--- src/rtl/burst_ram_arbiter.sv ---
// Round-robin arbiter sharing one BurstRAM command/data port between two burst requesters.
// Define ARB_FIXED_PRIORITY_EN to make requester 0 win every tie (requester 1 may starve).
module burst_ram_arbiter #(
  parameter int DEPTH_BITWIDTH = 4,
  parameter int BURST_COUNT    = 4
) (
  input  logic                      clk,
  input  logic                      rst_n,
  // requester 0
  input  logic                      m0_cmd,
  input  logic                      m0_cmd_en,
  input  logic [DEPTH_BITWIDTH-1:0] m0_addr,
  input  logic [63:0]               m0_wr_data,
  input  logic [7:0]                m0_data_mask,
  output logic                      m0_grant,
  output logic [63:0]               m0_rd_data,
  output logic                      m0_rd_data_valid,
  output logic                      m0_busy,
  // requester 1
  input  logic                      m1_cmd,
  input  logic                      m1_cmd_en,
  input  logic [DEPTH_BITWIDTH-1:0] m1_addr,
  input  logic [63:0]               m1_wr_data,
  input  logic [7:0]                m1_data_mask,
  output logic                      m1_grant,
  output logic [63:0]               m1_rd_data,
  output logic                      m1_rd_data_valid,
  output logic                      m1_busy,
  // BurstRAM side
  output logic                      br_cmd,
  output logic                      br_cmd_en,
  output logic [DEPTH_BITWIDTH-1:0] br_addr,
  output logic [63:0]               br_wr_data,
  output logic [7:0]                br_data_mask,
  input  logic [63:0]               br_rd_data,
  input  logic                      br_rd_data_valid,
  input  logic                      br_busy,
  input  logic                      br_init_calib
);

  localparam int CNT_W = (BURST_COUNT > 2) ? $clog2(BURST_COUNT) : 1;
  // Write bursts end one beat early in the counter because beat 0 rides on the issue cycle.
  localparam logic [CNT_W-1:0] WR_LAST = CNT_W'(BURST_COUNT - 2);
  localparam logic [CNT_W-1:0] RD_LAST = CNT_W'(BURST_COUNT - 1);

  typedef enum logic [1:0] {IDLE, WR, RD} state_t;

  state_t           state, state_next;
  logic             owner, owner_next;
  logic [CNT_W-1:0] beat_cnt, beat_cnt_next;
  logic             winner;
  logic             sel;
  logic             issue;
  logic             rd_fwd;
`ifndef ARB_FIXED_PRIORITY_EN
  logic             last, last_next;
`endif

  always_comb begin
`ifdef ARB_FIXED_PRIORITY_EN
    winner = ~m0_cmd_en;
`else
    if (m0_cmd_en && m1_cmd_en) winner = ~last;
    else                        winner = ~m0_cmd_en;
`endif
  end

  // Issue is gated by rst_n so no grant can escape while reset is held.
  assign issue = (state == IDLE) && rst_n && br_init_calib && !br_busy &&
                 (m0_cmd_en || m1_cmd_en);
  assign sel   = (state == IDLE) ? winner : owner;

  assign br_cmd       = sel ? m1_cmd       : m0_cmd;
  assign br_addr      = sel ? m1_addr      : m0_addr;
  assign br_wr_data   = sel ? m1_wr_data   : m0_wr_data;
  assign br_data_mask = sel ? m1_data_mask : m0_data_mask;
  assign br_cmd_en    = issue;

  assign m0_grant = issue && !winner;
  assign m1_grant = issue &&  winner;

  assign rd_fwd           = (state == RD) && br_rd_data_valid;
  assign m0_rd_data_valid = rd_fwd && !owner;
  assign m1_rd_data_valid = rd_fwd &&  owner;
  assign m0_rd_data       = br_rd_data;
  assign m1_rd_data       = br_rd_data;

  assign m0_busy = (state != IDLE) && !owner;
  assign m1_busy = (state != IDLE) &&  owner;

  always_comb begin
    state_next    = state;
    owner_next    = owner;
    beat_cnt_next = beat_cnt;
`ifndef ARB_FIXED_PRIORITY_EN
    last_next     = last;
`endif
    case (state)
      IDLE: begin
        if (issue) begin
          owner_next    = winner;
`ifndef ARB_FIXED_PRIORITY_EN
          last_next     = winner;
`endif
          beat_cnt_next = '0;
          state_next    = br_cmd ? WR : RD;
        end
      end
      WR: begin
        beat_cnt_next = beat_cnt + 1'b1;
        if (beat_cnt == WR_LAST) state_next = IDLE;
      end
      RD: begin
        if (br_rd_data_valid) begin
          beat_cnt_next = beat_cnt + 1'b1;
          if (beat_cnt == RD_LAST) state_next = IDLE;
        end
      end
      default: state_next = IDLE;
    endcase
  end

  always_ff @(posedge clk or negedge rst_n) begin
    if (!rst_n) begin
      state    <= IDLE;
      owner    <= 1'b0;
      beat_cnt <= '0;
    end else begin
      state    <= state_next;
      owner    <= owner_next;
      beat_cnt <= beat_cnt_next;
    end
  end

`ifndef ARB_FIXED_PRIORITY_EN
  // Reset to 1 so requester 0 wins the first tie.
  always_ff @(posedge clk or negedge rst_n) begin
    if (!rst_n) last <= 1'b1;
    else        last <= last_next;
  end
`endif

endmodule

--- config.mk ---
export PLATFORM = sky130hd
export DESIGN_NAME = burst_ram_arbiter
export DESIGN_NICKNAME = d
export VERILOG_FILES = /design/src/rtl/burst_ram_arbiter.sv
export SDC_FILE = /design/constraint.sdc
export NUM_CORES = 1
export LEC_CHECK = 0
export ABC_AREA = 1
export BUFFER_PORTS_ARGS = -buffer_cell sky130_fd_sc_hd__buf_4
export CAP_MARGIN = 5
export CORE_AREA = 4 4 166 168
export CTS_BUF_LIST = sky130_fd_sc_hd__clkbuf_8 sky130_fd_sc_hd__clkbuf_16
export CTS_CLUSTER_DIAMETER = 40
export CTS_CLUSTER_SIZE = 14
export DETAILED_ROUTE_END_ITERATION = 7
export DIE_AREA = 0 0 170 172
export PLACE_DENSITY_LB_ADDON = 0.08
export SYNTH_ARGS = -nofsm -noshare
export SYNTH_HDL_FRONTEND = slang
export SYNTH_SLANG_ARGS = --single-unit
--- constraint.sdc ---
create_clock -name clk -period 2.8 [get_ports clk]
set_clock_uncertainty 0.05 [all_clocks]
set_input_delay 0.28 -clock clk [delete_from_list [all_inputs] [get_ports clk]]
set_output_delay 0.28 -clock clk [all_outputs]
set_load 0.05 [all_outputs]
# ---- Word level (Yosys, flattened, before mapping)
# Cells that the tools add are included.
dict set report word_totals {
  register_bits 6
  input_bits 225
}
dict set report classes {
  n_mux 15
  addsub 1
  eq_ne 8
  reduce_logical 22
  n_bitwise 2
}
# cell count
set op_table {}
lappend op_table {{two-way mux 64 bit} 1}
lappend op_table {{two-way mux 2 bit} 7}
lappend op_table {{logical AND 1 bit} 12}
lappend op_table {{one-hot mux 2 bit (3 select lines)} 2}
lappend op_table {{two-way mux 8 bit} 1}
lappend op_table {{equality test 2 bit (second input constant)} 3}
lappend op_table {{inequality test 2 bit (second input constant)} 3}
lappend op_table {{two-way mux 4 bit} 1}
lappend op_table {{AND reduction 4 bit} 1}
lappend op_table {{logical NOT 1 bit} 3}
lappend op_table {{two-way mux 1 bit} 3}
lappend op_table {{AND reduction 3 bit} 1}
lappend op_table {{nonzero test 3 bit} 1}
lappend op_table {{adder 2 x 1 -> 2 bit (second input constant)} 1}
lappend op_table {{equality test 2 x 1 -> 1 bit (second input constant)} 1}
lappend op_table {{logical NOT 2 bit} 1}
lappend op_table {{inequality test 2 x 1 -> 1 bit (second input constant)} 1}
lappend op_table {{inverter 1 bit} 2}
lappend op_table {{AND reduction 2 bit} 1}
lappend op_table {{nonzero test 2 bit} 1}
lappend op_table {{logical OR 1 bit} 1}

# ---- Depth between registers and ports, before layout
dict set report logic_depth {
  word_depth 7
  depth_mapped 9
  depth_no_buf 9
}

# ---- Worst setup path before layout
# Ideal clock, no wire load.
dict set report synth_path {
  path_type {register to output}
  from {reg state[0]}
  to {out m1_grant}
  stages_incl_launch_ff 9
  arrival_ns 1.769
  slack_ns 0.701
  cell_sequence {dfrtp_1 > inv_1 > ha_1 > inv_1 > nor2_1 > nand2_1 > inv_1 > nand2_1 > inv_1}
}
dict set report synth_between {
  elab_chain_len 6
}
# item line_no
set synth_rtl {}
lappend synth_rtl {{start: declaration} 48} ;# state_t state, state_next;
lappend synth_rtl {{start signal: assignment} 129} ;# state <= state_next;
lappend synth_rtl {{logical NOT 2 bit} 69} ;# assign issue = (state == IDLE) && rst_n && br_init_calib && !br_busy &&
lappend synth_rtl {{logical AND 1 bit (4 in series)} 69}
lappend synth_rtl {{net br_cmd_en} 31} ;# output logic br_cmd_en,
lappend synth_rtl {{logical AND 1 bit} 80} ;# assign m1_grant = issue && winner;
lappend synth_rtl {{end: declaration} 25} ;# output logic m1_grant,
# The timed path passes the listed nets, and every way through them passes these cells.

# ---- Worst setup path in the final report
dict set report layout_path {
  from {reg state[0]}
  to {out br_addr[1]}
}
dict set report layout_between {
  elab_chain_len 3
}
# item line_no
set layout_rtl {}
lappend layout_rtl {{logical NOT 2 bit} 71} ;# assign sel = (state == IDLE) ? winner : owner;
lappend layout_rtl {{two-way mux 1 bit} 71}
lappend layout_rtl {{two-way mux 4 bit} 74} ;# assign br_addr = sel ? m1_addr : m0_addr;
lappend layout_rtl {{end: declaration} 32} ;# output logic [DEPTH_BITWIDTH-1:0] br_addr,
# No other way between the ends.

==> summary.log <==
[power] P_leak 2.227 nW
[global_routing] first-pass GRT wire length 17.37 mm
[routing] Vias per Instance 3.400
[timing] post-layout worst setup margin 297.7 ps
[routing] DRC violation total after the first TritonRoute iteration 74
[routing] Post-Route WL 11.96 mm
[logic_synthesis] Synth cell types 18
[logic_synthesis] most used flip-flop cell after synthesis sky130_fd_sc_hd__dfrtp_1
[clocking] buffer depth of the longest clock path 2
[cells_and_area] area occupied by multi-input gates 0.001222 mm²
[clocking] number of buffers created by CTS 3
[setup_path] peak fanout along the critical path 44
[logic_synthesis] Cells after Synth 450
[placement] number of buffer cells added on primary ports 244
[timing] Final period util 0.8937
[logic_synthesis] Avg Inst Size Synth 5.591 µm²
[routing] via count 3023
[clocking] Clock transition at path regs 30 ps
[logic_synthesis] leading cell types by total area after synthesis sky130_fd_sc_hd__buf_4 39%, sky130_fd_sc_hd__nand2_1 25%, sky130_fd_sc_hd__nand3_1 16%, sky130_fd_sc_hd__dfrtp_1 5.0%, sky130_fd_sc_hd__ha_1 3.0%
[routing] routed len/inst 13.45 µm
[timing] hold violation count in the final report 0
[power] post-route total power 5.300 mW
[cells_and_area] ratio of cells with drive above 1 in the final layout 0.4657
[setup_path] Worst Setup Start Kind flop
[power] combinational share of power 0.927
[placement] estimated wirelength of the detail-placed design 9.730 mm
[placement] Routability Congestion 0.8068
[logic_synthesis] count of flip-flops with a built-in enable after synthesis 0
[cells_and_area] n_diodes 0
[setup_path] WP data arrival 2170 ps
[logic_synthesis] sequential share of the synthesized area 0.06017
[logic_synthesis] Yosys top cell by area sky130_fd_sc_hd__buf_4
[timing] unrepaired setup endpoints after global routing false
[die] number of placed I/O pins 437
[setup_path] number of buffer and inverter stages on the critical path 4
[routing] first-pass iteration count of the detailed router 4
[cells_and_area] growth of design area from synthesis to finish 53.85%
[routing] DRC Markers 0
[timing] post-route minimum period 2502 ps
[power] Clock power frac 0.045
[setup_path] critical-path cell list inv_1 -> ha_1 -> inv_1 -> nand2_4 -> nand2_2 -> buf_6 -> nand2_1 -> nand2_1 -> buf_4
[die] Chip Height 172 µm
[clocking] clock sink count 6
[setup_path] cell at the slowest stage of the critical path sky130_fd_sc_hd__dfrtp_1
[timing] Fmax 0.3996 GHz
[placement] total placed cells including tap cells 884
[die] Die W 170 µm
[worst_hold_path] path category of the worst min-delay check in -> reg
[power] part of the power in registers 0.029
[logic_synthesis] most numerous cell in the Yosys netlist sky130_fd_sc_hd__nand2_1
[placement] worst slack at placement 325.0 ps
[setup_path] required time of the critical path 2470 ps
[power] internal portion of total power 1.703 mW
[setup_path] worst flop-to-flop path startpoint state[0]
[power] Max VDD drop 0.0004654 V
[worst_hold_path] origin of the worst min-delay path m0_cmd
[die] Core ar. 0.02591 mm²
[power] Net Sw Frac 0.6787
[run_status] run status finished, final reports clean
[die] Die Footprint 0.02924 mm²
[power] Pwr Density 1369 mW/mm²
[global_routing] total global routing overflow 0
[clocking] clock network latency to the later pin of the worst-skew pair 230 ps
[logic_synthesis] Ys Warns 0
[cells_and_area] Final Non-Filler Cells 889
[logic_synthesis] ys async rst share 1.000
[global_routing] vias in the first global route 3324
[clocking] TritonCTS clock tree built
[timing] final setup TNS 0 ps
[global_routing] largest net degree at the start of global routing 46
[global_routing] GRT Resource Usage Total 0.07394
[setup_path] family with the most delay on the worst path buffers and inverters
[timing] final max-slew violation count 0
[timing] Relative slew margins 0.7385
[clocking] htree depth 1
[cells_and_area] Net count, final 786
[timing] measured slew at the worst slew-check pin 392.2 ps
[logic_synthesis] synthesized netlist net count 681
[clocking] Root Buffer Master sky130_fd_sc_hd__clkbuf_16
[routing] post-route ant nets 0
[cells_and_area] FF/Latch Area 151.4 µm²
[timing] final number of setup-violating endpoints 0
[global_routing] initial antenna violation count 0
[logic_synthesis] FF+latch count, synth 6
[logic_synthesis] area of the mapped netlist 0.002516 mm²
[cells_and_area] design area 0.003871 mm²
[logic_synthesis] area share of the leading cell type in the synthesized netlist 0.3938
[setup_path] maximum single-stage delay on the critical path 380 ps
[job] # Max-Cap Violations 0
[logic_synthesis] top cells by count, synth 169 x sky130_fd_sc_hd__nand2_1, 132 x sky130_fd_sc_hd__buf_4, 81 x sky130_fd_sc_hd__nand3_1, 17 x sky130_fd_sc_hd__inv_1, 14 x sky130_fd_sc_hd__buf_2
[setup_path] source of the critical timing path state[0]
[power] net switching power 3.597 mW
[die] effective utilization at floorplan 0.09711
[setup_path] endpoint class of the critical path output pin
[die] count of standard-cell rows 59
[placement] Post-Place Cell Area 0.003779 mm²
[setup_path] class of the most critical setup path reg -> out
[cells_and_area] final-layout fill cell count 3011
[registers in the layout, summed over array words and instances, names as in the netlist]
name,cells
owner,1
state,2
beat_cnt,2
last,1
[area by class of cell]
type	instances	share of cell area
clock inverter	1	0.0009696
clock buffer	3	0.01939
inverter	17	0.01648
timing repair buffer	252	0.5000
multi-input combinational	275	0.3158
sequential	6	0.03911
tap	335	0.1083
[what timing repair did]
item                                    4_1_cts  5_1_grt
gates resized for setup                       0        1
endpoints found under the setup margin        0        1
buffers inserted                              0        0
hold buffers                                  1        0
hold endpoints to repair                      6        0
[cell families (layout without fill, tap and decap cells)]
kind of cell | count (synthesis) | after routing | share of synthesized area
AO/OA/AOI/OAI | 6 | 6 | 0.01193
adder cells (fa/ha/maj) | 6 | 6 | 0.02984
buffers and inverters | 169 | 273 | 0.4590
flip-flops | 6 | 6 | 0.06017
AND/OR/NAND/NOR | 263 | 263 | 0.4391
[path summary, 6_finish.rpt]
kind / end / slack, ps / depth (start not counted)
setup / recovery: br_addr[1] / 300 / 9
hold / removal: state[1] / 350 / 4
setup reg to reg: state[1] / 830 / 9
hold reg to reg: last / 460 / 2
max in group asynchronous: last / 2130 / 2
min in group asynchronous: owner / 360 / 2
[worst min-delay path, stage by stage]
cell                      delay, ps
sky130_fd_sc_hd__buf_4           90
sky130_fd_sc_hd__nand2_1         60
sky130_fd_sc_hd__nand3_1         80
sky130_fd_sc_hd__o21ai_0         80
[metal layers]
layer | up-vias | routed length [µm] | track usage
met2 | 208 | 6035 | 0.1434
met4 | 0 | 518 | 0.03681
met1 | 1290 | 3915 | 0.06993
met5 | - | 0 | 0
met3 | 38 | 1488 | 0.02309
li1 | 1487 | - | -
[power by group through the flow]
stage	Sequential (mW)	Clock (mW)	Combinational, mW
after floorplan	0.148	0	3.89
after global placement	0.152	0	5.05
after detailed placement	0.154	0	4.99
after CTS	0.153	0.244	5.00
after global routing	0.157	0.249	5.28
final	0.153	0.236	4.91
[stage by stage]
stage | util | hold WS, ps
global placement | 0.1458 | 57.68
CTS | 0.1493 | 352.4
floorplan | - | -65.59
global route | 0.1494 | 375.2
detailed placement | 0.1458 | 53.03
finish | 0.1494 | 353.0
[cell usage in the layout (no fill, tap or decap)]
cell type / count
sky130_fd_sc_hd__nor2_1: 7
sky130_fd_sc_hd__nand2_2: 1
sky130_fd_sc_hd__dlygate4sd3_1: 1
sky130_fd_sc_hd__buf_12: 3
sky130_fd_sc_hd__nor3_1: 2
sky130_fd_sc_hd__nand3_4: 1
sky130_fd_sc_hd__inv_1: 18
sky130_fd_sc_hd__clkbuf_16: 3
sky130_fd_sc_hd__nand4_1: 1
sky130_fd_sc_hd__o21ai_0: 5
sky130_fd_sc_hd__ha_1: 6
sky130_fd_sc_hd__dfrtp_1: 5
sky130_fd_sc_hd__dfstp_2: 1
sky130_fd_sc_hd__buf_6: 1
sky130_fd_sc_hd__o21ai_1: 1
sky130_fd_sc_hd__buf_4: 247
sky130_fd_sc_hd__nand3_1: 81
sky130_fd_sc_hd__nand2_4: 1
sky130_fd_sc_hd__nand2_1: 169
Note: power is estimated with default switching activity, not from simulation.
